===== src/rtl/clkmeas_if.sv =====
// ============================================================================
// clkmeas_if : measured-signal input and measurement results of clkmeas
// Rev 1.0
// ============================================================================
`default_nettype none

interface clkmeas_if #(
    parameter int WIDTH = 16
);
    logic             sig_i;
    logic [WIDTH-1:0] period_o;
    logic [WIDTH-1:0] high_o;
    logic             valid_o;
    logic             timeout_o;

    modport master (
        output sig_i,
        input  period_o,
        input  high_o,
        input  valid_o,
        input  timeout_o
    );

    modport slave (
        input  sig_i,
        output period_o,
        output high_o,
        output valid_o,
        output timeout_o
    );
endinterface

`default_nettype wire


===== src/rtl/clkmeas.sv =====
// ============================================================================
// clkmeas : period / high-time meter for an external square wave, with timeout
// Rev 1.0
// ============================================================================
`default_nettype none

module clkmeas #(
    parameter int WIDTH       = 16,
    parameter int SYNC_STAGES = 2
) (
    input  wire logic  clk_i,
    input  wire logic  rst_i,
    clkmeas_if.slave   bus
);

    typedef enum logic [0:0] {
        ST_ARM  = 1'b0,
        ST_MEAS = 1'b1
    } state_t;

    localparam logic [WIDTH-1:0] C_CNT_MAX = '1;

    logic [SYNC_STAGES-1:0] s_q;
    logic                   sd_q;
    logic                   rise_q;
    logic                   fall_q;
    logic                   ss;
    logic                   rise_d;
    logic                   fall_d;

    state_t                 state_q,   state_d;
    logic [WIDTH-1:0]       cnt_q,     cnt_d;
    logic [WIDTH-1:0]       hreg_q,    hreg_d;
    logic [WIDTH-1:0]       period_q,  period_d;
    logic [WIDTH-1:0]       high_q,    high_d;
    logic                   valid_q,   valid_d;
    logic                   timeout_q, timeout_d;

    assign ss     = s_q[SYNC_STAGES-1];
    assign rise_d = ss & ~sd_q;
    assign fall_d = ~ss & sd_q;

    // Edge pulses are registered so a rise sampled at edge 0 publishes after edge SYNC_STAGES+1.
    always_ff @(posedge clk_i) begin
        if (rst_i) begin
            s_q    <= '0;
            sd_q   <= 1'b0;
            rise_q <= 1'b0;
            fall_q <= 1'b0;
        end else begin
            s_q    <= {s_q[SYNC_STAGES-2:0], bus.sig_i};
            sd_q   <= ss;
            rise_q <= rise_d;
            fall_q <= fall_d;
        end
    end

    always_ff @(posedge clk_i) begin
        if (rst_i) begin
            state_q   <= ST_ARM;
            cnt_q     <= '0;
            hreg_q    <= '0;
            period_q  <= '0;
            high_q    <= '0;
            valid_q   <= 1'b0;
            timeout_q <= 1'b0;
        end else begin
            state_q   <= state_d;
            cnt_q     <= cnt_d;
            hreg_q    <= hreg_d;
            period_q  <= period_d;
            high_q    <= high_d;
            valid_q   <= valid_d;
            timeout_q <= timeout_d;
        end
    end

    always_comb begin
        state_d   = state_q;
        cnt_d     = cnt_q;
        hreg_d    = hreg_q;
        period_d  = period_q;
        high_d    = high_q;
        valid_d   = 1'b0;
        timeout_d = timeout_q;
        case (state_q)
            ST_ARM: begin
                if (rise_q) begin
                    cnt_d   = {{(WIDTH-1){1'b0}}, 1'b1};
                    state_d = ST_MEAS;
                end
            end
            ST_MEAS: begin
                if (rise_q) begin
                    period_d  = cnt_q;
                    high_d    = hreg_q;
                    valid_d   = 1'b1;
                    timeout_d = 1'b0;
                    cnt_d     = {{(WIDTH-1){1'b0}}, 1'b1};
                end else if (cnt_q == C_CNT_MAX) begin
                    // Saturation is the loss-of-signal event; the counter never wraps.
                    timeout_d = 1'b1;
                    period_d  = '0;
                    high_d    = '0;
                    state_d   = ST_ARM;
                end else begin
                    cnt_d = cnt_q + 1'b1;
                end
                if (fall_q) begin
                    hreg_d = cnt_q;
                end
            end
            default: begin
                state_d = ST_ARM;
            end
        endcase
    end

    assign bus.period_o  = period_q;
    assign bus.high_o    = high_q;
    assign bus.valid_o   = valid_q;
    assign bus.timeout_o = timeout_q;

endmodule

`default_nettype wire


===== src/flat_wrapper.sv =====
// flat-port wrapper written by rule: the top's interface ports become plain ports
module clkmeas_flat 
#(
    parameter int WIDTH       = 16,
    parameter int SYNC_STAGES = 2
)
  (clk_i, rst_i, bus_sig_i, bus_period_o, bus_high_o, bus_valid_o, bus_timeout_o);
  clkmeas_if #(.WIDTH(WIDTH)) bus_i ();
  input  wire logic clk_i;
  input  wire logic rst_i;
  input wire logic [$bits(bus_i.sig_i)-1:0] bus_sig_i;
  output wire logic [$bits(bus_i.period_o)-1:0] bus_period_o;
  output wire logic [$bits(bus_i.high_o)-1:0] bus_high_o;
  output wire logic [$bits(bus_i.valid_o)-1:0] bus_valid_o;
  output wire logic [$bits(bus_i.timeout_o)-1:0] bus_timeout_o;
  assign bus_i.sig_i = bus_sig_i;
  assign bus_period_o = bus_i.period_o;
  assign bus_high_o = bus_i.high_o;
  assign bus_valid_o = bus_i.valid_o;
  assign bus_timeout_o = bus_i.timeout_o;
  clkmeas #(.WIDTH(WIDTH), .SYNC_STAGES(SYNC_STAGES)) u_core (.clk_i(clk_i), .rst_i(rst_i), .bus(bus_i));
endmodule

===== config.mk =====
export PLATFORM = sky130hd
export DESIGN_NAME = clkmeas_flat
export DESIGN_NICKNAME = d
export VERILOG_FILES = /design/src/rtl/clkmeas_if.sv /design/src/rtl/clkmeas.sv /design/src/flat_wrapper.sv
export SDC_FILE = /design/constraint.sdc
export NUM_CORES = 1
export LEC_CHECK = 0
export CORE_ASPECT_RATIO = 0.8
export CORE_MARGIN = 3
export CORE_UTILIZATION = 48
export DETAILED_ROUTE_END_ITERATION = 8
export GPL_ROUTABILITY_DRIVEN = 0
export GPL_TIMING_DRIVEN = 0
export PLACE_DENSITY = 0.75
export SETUP_SLACK_MARGIN = 0.4
export SLEW_MARGIN = 0
export SYNTH_ARGS = -nofsm -noshare
export SYNTH_HDL_FRONTEND = slang
export SYNTH_SLANG_ARGS = --single-unit

===== constraint.sdc =====
create_clock -name clk_i -period 1.98 [get_ports clk_i]
set_clock_uncertainty 0.2 [all_clocks]
set_input_delay 0.396 -clock clk_i [delete_from_list [all_inputs] [get_ports clk_i]]
set_output_delay 0.396 -clock clk_i [all_outputs]
set_load 0.02 [all_outputs]

==> reports/results.ini, run 1 <==
[outcome]
status=finished with violations
violations=setup timing

[min_path]
hp-start=rst_i
whs_path_depth=2
hold_path_class=primary input to flip-flop
min_to=u_core.s_q[1]

[setup_path]
crit_top_cell=buf_6
cp.arrival_ns=2.05
cp_top_family=compound AO/OA/AOI/OAI gates
end_kind=flip-flop
crit_fanout=6
r2r_slack_ns=-0.02
worstReg2RegStart=u_core.cnt_q[7]
start_kind=flip-flop
crit_required_ns=2.03
r2r_end=u_core.cnt_q[12]
cp_num_buf_inv=3
slowest_stage=dfxtp_2
critPathMaxStageDelay_ns=0.40
worstSetupPathType=flip-flop to flip-flop
reg2regPathDepth=7
cp_cell_sequence=nand4_1 > buf_4 > buf_6 > buf_6 > a311oi_4 > a31oi_1 > a41o_1

[global_routing]
grt_pass1_vias=2086
grtUsageTotal_pct=21.6
grt-ovfl-total=0
antenna_found_initial=0
grt_pass1_wl_mm=10.1
grt_max_degree=14

[logic_synthesis]
synth_cell_types=42
synth_edf_count=0
syn_avg_cell_area_um2=9.77
syn_area_um2=2560
synth_nets=266
async_reset_ff_share_pct=0
ys_ff_latch=72
syn_inst=262
synthFlopType=dfxtp_1
synth_seq_area_share_pct=56.3
yosys_warnings=0

[detailed_routing]
vias=2276
wl_per_cell_um=16.6
drt_wl_total_mm=6.64
drtPass1Iterations=4
routed_via_density=5.68
drtAntennaViolNets=0
drcViolationCount=0
drt_iter0_drc=114

[sta]
max_freq_ghz=0.501
fin_crit_sh_pct=101
final-setup-viol-count=10
setup_ws_ns=-0.0178
finalHoldViolations=0
relSlewSlack_pct=64.0
rsz0062_at_grt=yes
fin_crit_ns=2.00
hold_slack_ns=0.0496
slew_viol_final=0
worst_pin_slew_ns=0.539

[power_and_ir_drop]
seqPwrFrac_pct=51.9
p_leak_nw=1.45
p_comb_share_pct=2.9
power_density_nw_per_um2=801
switching_share_pct=21.7
clockPowerShare_pct=45.2
p_switching_mw=0.607
intPower_mw=2.19
ir_drop_v=0.000620

[cells_and_area]
n_fill_cell=389
syn2layout_area_growth_pct=36.7
antenna_cells=0
fin_nets=338
drive_above_1_share_pct=36.3

[clock_tree]
cts_buffer_depth=2
cts_sinks=72
cts_tree=done
cts_root_buf=clkbuf_8
clkSlewWorstSetupHoldPaths_ns=0.07
clock_latency_ns=0.35
htree_levels=3
numCtsBuffers=9

[floorplan]
die_area_um2=6250
die_y_um=71.3
start_util_pct=50.5
row_count=23
die_w_um=87.6
core_area_um2=5060
io_pins=37

[place]
dp_worst_setup_slack_ns=-0.123
hpwl_mm=4.06
portBuffers=35

[flow_run]
cap_violations=0

==> how the worst max path moves through the flow <==
stage | from | end | slack [ns] | depth (start not counted)
floorplan | u_core.cnt_q[1] | u_core.cnt_q[7] | 0.15 | 5
global placement | u_core.cnt_q[6] | u_core.bus.period_o[5] | -0.08 | 5
detailed placement | u_core.cnt_q[6] | u_core.bus.period_o[5] | -0.12 | 5
CTS | u_core.cnt_q[4] | u_core.bus.period_o[10] | 0.06 | 6
global route | u_core.cnt_q[4] | u_core.cnt_q[10] | -0.08 | 8
finish | u_core.cnt_q[7] | u_core.cnt_q[12] | -0.02 | 7
==> synth_stat cells, types with 3 or more instances <==
library cell / number / area share, %
a211oi_1: 3 / 0.88
a21oi_1: 25 / 4.9
a22o_1: 31 / 11
and2_1: 3 / 0.73
buf_2: 3 / 0.59
clkbuf_1: 13 / 1.9
clkbuf_2: 3 / 0.59
dfxtp_1: 72 / 56
nand2_1: 42 / 6.2
nand3_1: 5 / 0.98
nand4_1: 6 / 1.5
nor2_1: 8 / 1.2
nor2b_1: 5 / 1.2
o21ai_0: 4 / 0.78
or3_1: 4 / 0.98
or4_1: 3 / 0.88
==> registers in the layout (all words and copies together), names as in the netlist <==
signal / flops
u_core.bus.timeout_o: 1
u_core.sd_q: 1
u_core.hreg_q: 16
u_core.bus.high_o: 16
u_core.rise_q: 1
u_core.cnt_q: 16
u_core.s_q: 2
u_core.bus.valid_o: 1
u_core.fall_q: 1
u_core.state_q: 1
u_core.bus.period_o: 16
==> per-layer routing <==
layer  vias to the layer above  global-route usage, %  routed length, µm
met2                        67                   32.3               3160
met4                         0                   10.4                 91
met1                      1090                   27.4               3000
met5                         -                      0                  0
li1                       1110                      -                  -
met3                         9                   8.05                401
==> logic make-up (layout without fill, tap and decap cells) <==
kind of cell,count (synthesis),in the layout,share of synthesized area (%)
compound gates,77,77,21.7
simple gates,87,87,16.8
xor+xnor,2,2,0.685
fa+ha+maj,1,1,0.489
flops,72,72,56.3
buf+inv,22,99,3.67
mux,1,1,0.391
==> through the flow <==
step           cells  utilization [%]  setup TNS [ns]  area (µm²)  power, mW
2_1_floorplan    262                -               0        2650       1.54
3_3_place_gp     359             60.7           -1.73        3070       1.55
3_5_place_dp     359             60.7           -2.86        3070       1.55
4_1_cts          394             70.1               0        3550       2.82
5_1_grt          401             69.0           -1.83        3500       2.90
6_report         401             69.0         -0.0792        3500       2.80
==> power by group through the flow <==
stage                     clock network, mW  registers [mW]  logic, mW
after detailed placement                  0            1.49     0.0629
after global placement                    0            1.49     0.0622
after global routing                   1.35            1.45     0.0881
after CTS                              1.29            1.45     0.0782
after floorplan                           0            1.49     0.0465
final                                  1.26            1.45     0.0818
==> final cells by class <==
type / count / area (µm²) / area share (%)
timing repair buffer: 61 / 394 / 11.3
tap: 62 / 77.6 / 2.22
multi-input combinational: 168 / 1170 / 33.4
sequential: 72 / 1460 / 41.8
clock buffer: 9 / 124 / 3.54
inverter: 1 / 3.75 / 0.107
clock inverter: 7 / 95.1 / 2.72
buffer: 21 / 174 / 4.97
==> cells in the final DEF (no fill, tap or decap), types with 2 or more instances in the layout <==
cell type	instances
dfxtp_1	62
nand2_1	41
buf_2	34
a22o_1	31
a21oi_1	23
buf_4	22
clkbuf_8	11
buf_6	7
dfxtp_2	7
nand4_1	6
nor2_1	6
clkbuf_4	5
nor2b_1	5
clkbuf_2	4
nand3_1	4
o21ai_1	4
or3_1	4
and2_1	3
clkbuf_1	3
dfxtp_4	3
buf_1	2
nor4_4	2
and3_4	2
o31ai_1	2
or4_1	2
a21oi_2	2
a31oi_1	2
a41o_1	2
or4_4	2
a211oi_2	2
clkinv_2	2
bufinv_16	2
==> timing repair <==
action / 4_1_cts / 5_1_grt
hold buffers: 0 / 0
gates resized for setup: 143 / 46
gates cloned: 2 / 0
setup buffers: 17 / 7
endpoints found under the setup margin: 89 / 80
pin swaps: 11 / 20
(Power assumes the default switching activity.)
==> inputs of run 2 (changes only) <==
Settings changed: CORE_UTILIZATION 48 to 33, PLACE_DENSITY 0.75 to unset.
==> reports/results.ini, run 2 (synthesis gave the netlist of run 1 again) <==
[detailed_routing]
drt_wl_total_mm=6.88  ; +3.5%
vias=2263  ; -0.57%
routed_via_density=4.97  ; -12%
drtAntennaViolNets=0  ; unchanged
wl_per_cell_um=15.1  ; -8.8%
drcViolationCount=0  ; unchanged
drtPass1Iterations=4  ; unchanged
drt_iter0_drc=108  ; -5.3%

[floorplan]
die_y_um=84.8  ; +19%
die_w_um=104  ; +19%
io_pins=37  ; unchanged
die_area_um2=8850  ; +42%
row_count=28  ; +22%
start_util_pct=34.3  ; -16 points
core_area_um2=7460  ; +47%

[setup_path]
worstSetupPathType=flip-flop to flip-flop
worstReg2RegStart=u_core.cnt_q[12]
r2r_slack_ns=0.01  ; +0.03 ns
crit_required_ns=2.02  ; about the same
reg2regPathDepth=6  ; -1
startpoint=u_core.cnt_q[12]
critPathMaxStageDelay_ns=0.39  ; about the same
slowest_stage=nor4_4
end_kind=flip-flop
cp_cell_sequence=buf_6 > nand4_1 > nor4_4 > o22ai_4 > buf_8 > a22o_4
start_kind=flip-flop
crit_fanout=6  ; unchanged
cp.arrival_ns=2.01  ; -0.04 ns

[power_and_ir_drop]
p_switching_mw=0.593  ; -2.3%
intPower_mw=2.24  ; +1.9%
clockPowerShare_pct=45.0  ; -0.2 points
p_leak_nw=1.52  ; +5.0%
p_comb_share_pct=3.6  ; +0.7 points
seqPwrFrac_pct=51.4  ; -0.5 points
switching_share_pct=21.0  ; -0.71 points
ir_drop_v=0.000609  ; -1.8%
power_density_nw_per_um2=750  ; -6.3%
power_mw=2.83  ; +1.0%

[sta]
finalHoldViolations=0  ; unchanged
fin_crit_ns=1.97  ; -0.0279 ns
fin_crit_sh_pct=99.5  ; -1.4 points
fin_setup_tns_ns=0  ; +0.0792 ns
setup_ws_ns=0.0100  ; +0.0279 ns
final-setup-viol-count=0  ; -10
slew_viol_final=0  ; unchanged
rsz0062_at_grt=yes
max_freq_ghz=0.508  ; +1.4%
relSlewSlack_pct=62.2  ; -1.8 points
hold_slack_ns=0.0713  ; +0.0218 ns
worst_pin_slew_ns=0.565  ; +0.0254 ns

[cells_and_area]
multi_input_area_um2=1190  ; +1.9%
utilization_pct=50.5  ; -19 points
final_cell_mix=dfxtp_1 (58), nand2_1 (42), a22o_1 (31)
n_fill_cell=693  ; +78%
antenna_cells=0  ; unchanged
syn2layout_area_growth_pct=47.3
drive_above_1_share_pct=38.9  ; +2.6 points
fin_nets=349  ; +3.3%
layout_commonest_cell=dfxtp_1
seq_area_um2=1470  ; +0.34%

[clock_tree]
numCtsBuffers=9  ; unchanged
cts_sinks=72  ; unchanged
cts_buffer_depth=2  ; unchanged
clkSlewWorstSetupHoldPaths_ns=0.07  ; about the same
htree_levels=3  ; unchanged
cts_tree=done
cts_root_buf=clkbuf_8
clock_latency_ns=0.34  ; about the same

[flow_run]
cap_violations=0  ; unchanged

[global_routing]
grt_pass1_vias=2201  ; +5.5%
grtUsageTotal_pct=15.6  ; -5.9 points
antenna_found_initial=0  ; unchanged
grt_pass1_wl_mm=10.9  ; +7.8%
grt_max_degree=13  ; -1
grt-ovfl-total=0  ; unchanged

[outcome]
status=finished clean

[place]
hpwl_mm=4.20  ; +3.5%
dp_worst_setup_slack_ns=-0.145  ; -0.0215 ns
portBuffers=35  ; unchanged

[min_path]
hp-start=rst_i
whs_path_depth=2  ; unchanged
hold_path_class=primary input to flip-flop

run 2: worst paths after layout:
| path | end |
|---|---|
| max | u_core.bus.period_o[5] |
| min | u_core.s_q[0] |
| max reg2reg | u_core.bus.period_o[5] |
| min reg2reg | u_core.rise_q |
run 2: cell type report:
class                   instances  area share (%)
well taps                     105            3.48
clock inverters                 6            2.16
multi-input cells             168            31.6
plain buffers                  21            5.34
flip-flops and latches         72            38.9
repair buffers                 72            14.8
clock buffers                  10            3.65
inverters                       1          0.0996
run 2: timing repair:
action	in CTS	in global routing
resized for setup	132	61
gates cloned	2	0
setup buffers	18	17
setup endpoints to repair	86	77
pin swaps	9	17
hold buffers	0	0
run 2: per-stage QoR:
step                instance area [µm²]  cells
finish                             3770    455
floorplan                          2650    262
global route                       3770    455
CTS                                3660    438
global placement                   3130    402
detailed placement                 3130    402
run 2: worst max-delay path, delay by kind of cell, from the launching register on:
| kind | cells | cell delay, ns |
|---|---|---|
| and+or+nand+nor | 2 | 0.65 |
| buffers and inverters | 2 | 0.28 |
| AOI/OAI and AO/OA | 2 | 0.40 |
| DFF | 1 | 0.33 |
run 2: power groups by stage:
stage	clock, mW	combinational (mW)	sequential, mW
CTS	1.30	0.0878	1.45
floorplan	0	0.0465	1.49
global route	1.36	0.111	1.45
finish	1.27	0.103	1.45
global placement	0	0.0636	1.49
detailed placement	0	0.0644	1.49
run 2: per-layer routing:
metal | up-vias | wire (µm) | GRT usage [%]
met2 | 54 | 3220 | 25.0
met4 | 0 | 121 | 6.16
met3 | 12 | 330 | 5.07
met5 | - | 0 | 0
met1 | 1071 | 3210 | 19.7
li1 | 1126 | - | -
==> inputs of run 3 (changes only) <==
Settings changed: ABC_AREA set to 1.
==> reports/results.ini, run 3 <==
[cells_and_area]
utilization_pct=49.3  ; -1.3 points
antenna_cells=0  ; unchanged
fin_nets=448  ; +28%
fin_cells=561  ; +23%
post-route-cell-area_um2=4270  ; +13%
syn2layout_area_growth_pct=42.3
drive_above_1_share_pct=35.2  ; -3.7 points
final_cell_mix=nand2_1 (70), dfxtp_1 (63), nand3_2 (34)
n_fill_cell=853  ; +23%
layout_commonest_cell=nand2_1

[clock_tree]
clkSlewWorstSetupHoldPaths_ns=0.07  ; about the same
cts_root_buf=clkbuf_16
numCtsBuffers=9  ; unchanged
cts_tree=done
htree_levels=3  ; unchanged
cts_buffer_depth=2  ; unchanged
clock_latency_ns=0.34  ; about the same
cts_sinks=72  ; unchanged

[sta]
worst_pin_slew_ns=0.460  ; -0.105 ns
finalHoldViolations=0  ; unchanged
slew_viol_final=0  ; unchanged
fin_crit_sh_pct=89.9  ; -9.6 points
rsz0062_at_grt=yes
fin_crit_ns=1.78  ; -0.189 ns
max_freq_ghz=0.562  ; +11%
relSlewSlack_pct=69.2  ; +7.0 points
final-setup-viol-count=0  ; unchanged

[floorplan]
core_area_um2=8670  ; +16%
die_area_um2=10300  ; +16%
io_pins=37  ; unchanged
die_w_um=113  ; +7.9%
row_count=30  ; +7.1%
die_y_um=91.3  ; +7.7%
start_util_pct=34.6  ; +0.34 points

[logic_synthesis]
synth_cell_types=28  ; -33%
syn_area_um2=3000  ; +17%
synth_largest_area_cell=dfxtp_1
ys_ff_latch=72  ; unchanged
synth_nets=370  ; +39%
ys_top_cells_by_area=dfxtp_1 (48%), nand3_2 (10%), nand2_1 (8.9%), nor2_1 (4.1%), a21oi_1 (3.7%)
async_reset_ff_share_pct=0  ; unchanged
syn_inst=366  ; +40%
yosysTopAreaCellShare_pct=48.0  ; -8.3 points
synthMostInstantiatedCell=dfxtp_1
yosys_warnings=0  ; unchanged
synth_seq_area_share_pct=48.0  ; -8.3 points
synth_common_cells=dfxtp_1 (72), nand2_1 (71), nor2_1 (33)
synthFlopType=dfxtp_1
syn_avg_cell_area_um2=8.20  ; -16%
synth_edf_count=0  ; unchanged

[setup_path]
r2r_end=u_core.bus.period_o[4]
reg2regPathDepth=8  ; +2
cp_cell_sequence=nand2_1 > nor2_4 > nand2_1 > o21ai_4 > nand2_4 > bufbuf_16 > nand3_2 > o21ai_1
crit_fanout=8  ; +2
slowest_stage=dfxtp_2
end_kind=flip-flop
worstSetupPathType=flip-flop to flip-flop
critPathMaxStageDelay_ns=0.36  ; -0.03 ns
worstReg2RegStart=u_core.cnt_q[8]
crit_required_ns=2.01  ; about the same
start_kind=flip-flop
cp.arrival_ns=1.81  ; -0.20 ns
crit_top_cell=nand2_1
r2r_slack_ns=0.20  ; +0.19 ns

[detailed_routing]
drt_iter0_drc=206  ; +91%
drtPass1Iterations=4  ; unchanged
routed_via_density=4.90  ; -1.5%
drt_wl_total_mm=7.88  ; +15%
wl_per_cell_um=14.0  ; -7.1%
drcViolationCount=0  ; unchanged
drtAntennaViolNets=0  ; unchanged
vias=2747  ; +21%

[power_and_ir_drop]
power_density_nw_per_um2=725  ; -3.4%
ir_drop_v=0.000393  ; -36%
p_leak_nw=1.69  ; +11%
power_mw=3.10  ; +9.5%

[global_routing]
grt_max_degree=16  ; +3
grt_pass1_wl_mm=12.6  ; +16%
grt_pass1_vias=2553  ; +16%
grtUsageTotal_pct=15.3  ; -0.30 points
antenna_found_initial=0  ; unchanged
grt-ovfl-total=0  ; unchanged

[outcome]
status=finished clean

[min_path]
whs_path_depth=2  ; unchanged
hp-start=u_core.s_q[0]
hold_path_class=flip-flop to flip-flop
min_to=u_core.s_q[1]

[place]
numPlacedInstances=514  ; +28%
place_area_um2=3540  ; +13%
hpwl_mm=5.27  ; +25%
portBuffers=36  ; +2.9%

[flow_run]
cap_violations=0  ; unchanged

[run 3: stage by stage]
step	setup slack, ns	hold WS (ns)	TNS [ns]
floorplan	0.361	0.188	0
CTS	0.171	0.204	0
global placement	-0.195	0.194	-5.08
finish	0.199	0.200	0
detailed placement	-0.215	0.196	-5.31
global route	0.106	0.232	0
[run 3: worst max-delay path: cells and delay by family (launching register included)]
family                 cells  cell delay, ns
buffers and inverters      1            0.30
flip-flops                 1            0.36
AND/OR/NAND/NOR            5            0.56
AO/OA/AOI/OAI              2            0.25
[run 3: what timing repair did]
item                       CTS  global route
buffers inserted            12            13
gates cloned                 3             3
setup endpoints to repair   99            76
hold buffers                 0             0
resized for setup          122            41
pin swaps                   10            11
[run 3: cells by family after synthesis]
logic type	count (synthesis)	share of synthesized area (%)
AO/OA/AOI/OAI	59	10.3
adder cells (fa/ha/maj)	1	0.417
XOR/XNOR	1	0.292
AND/OR/NAND/NOR	184	33.7
buffers and inverters	49	7.25
flip-flops	72	48.0
[run 3: routing by layer]
| metal | global-route usage [%] | share of wire, % | routed length, µm | vias up |
|---|---|---|---|---|
| met5 | 0 | 0 | 0 | - |
| met4 | 4.50 | 1.4 | 107 | 0 |
| met3 | 4.33 | 4.4 | 343 | 10 |
| met2 | 24.6 | 46 | 3630 | 52 |
| met1 | 20.1 | 48 | 3800 | 1304 |
| li1 | - | - | - | 1381 |
[run 3: power by group]
part	total, mW	switching, mW	internal (mW)	leakage, nW
Sequential	1.46	0.00458	1.45	0.586
Combinational	0.0844	0.0594	0.0250	0.968
Clock	1.56	0.685	0.872	0.135
Total	3.10	0.749	2.35	1.69
[run 3: worst max path at each step]
stage | slack [ns] | end | start
final | 0.20 | u_core.bus.period_o[4] | u_core.cnt_q[8]
after global routing | 0.11 | u_core.bus.period_o[6] | u_core.cnt_q[8]
after CTS | 0.17 | u_core.bus.period_o[9] | u_core.cnt_q[0]
after detailed placement | -0.22 | u_core.bus.period_o[13] | rst_i
after global placement | -0.20 | u_core.hreg_q[1] | rst_i
after floorplan | 0.36 | u_core.bus.high_o[5] | u_core.cnt_q[0]
[run 3: area by class of cell]
cell class                 count  area (µm²)  share of cell area, %
sequential                    72        1460                   34.2
multi-input combinational    247        1440                   33.7
timing repair buffer          65         671                   15.7
clock buffer                   9         225                   5.27
buffer                        20         160                   3.75
tap                          112         140                   3.28
inverter                      29         113                   2.64
clock inverter                 7        61.3                   1.44
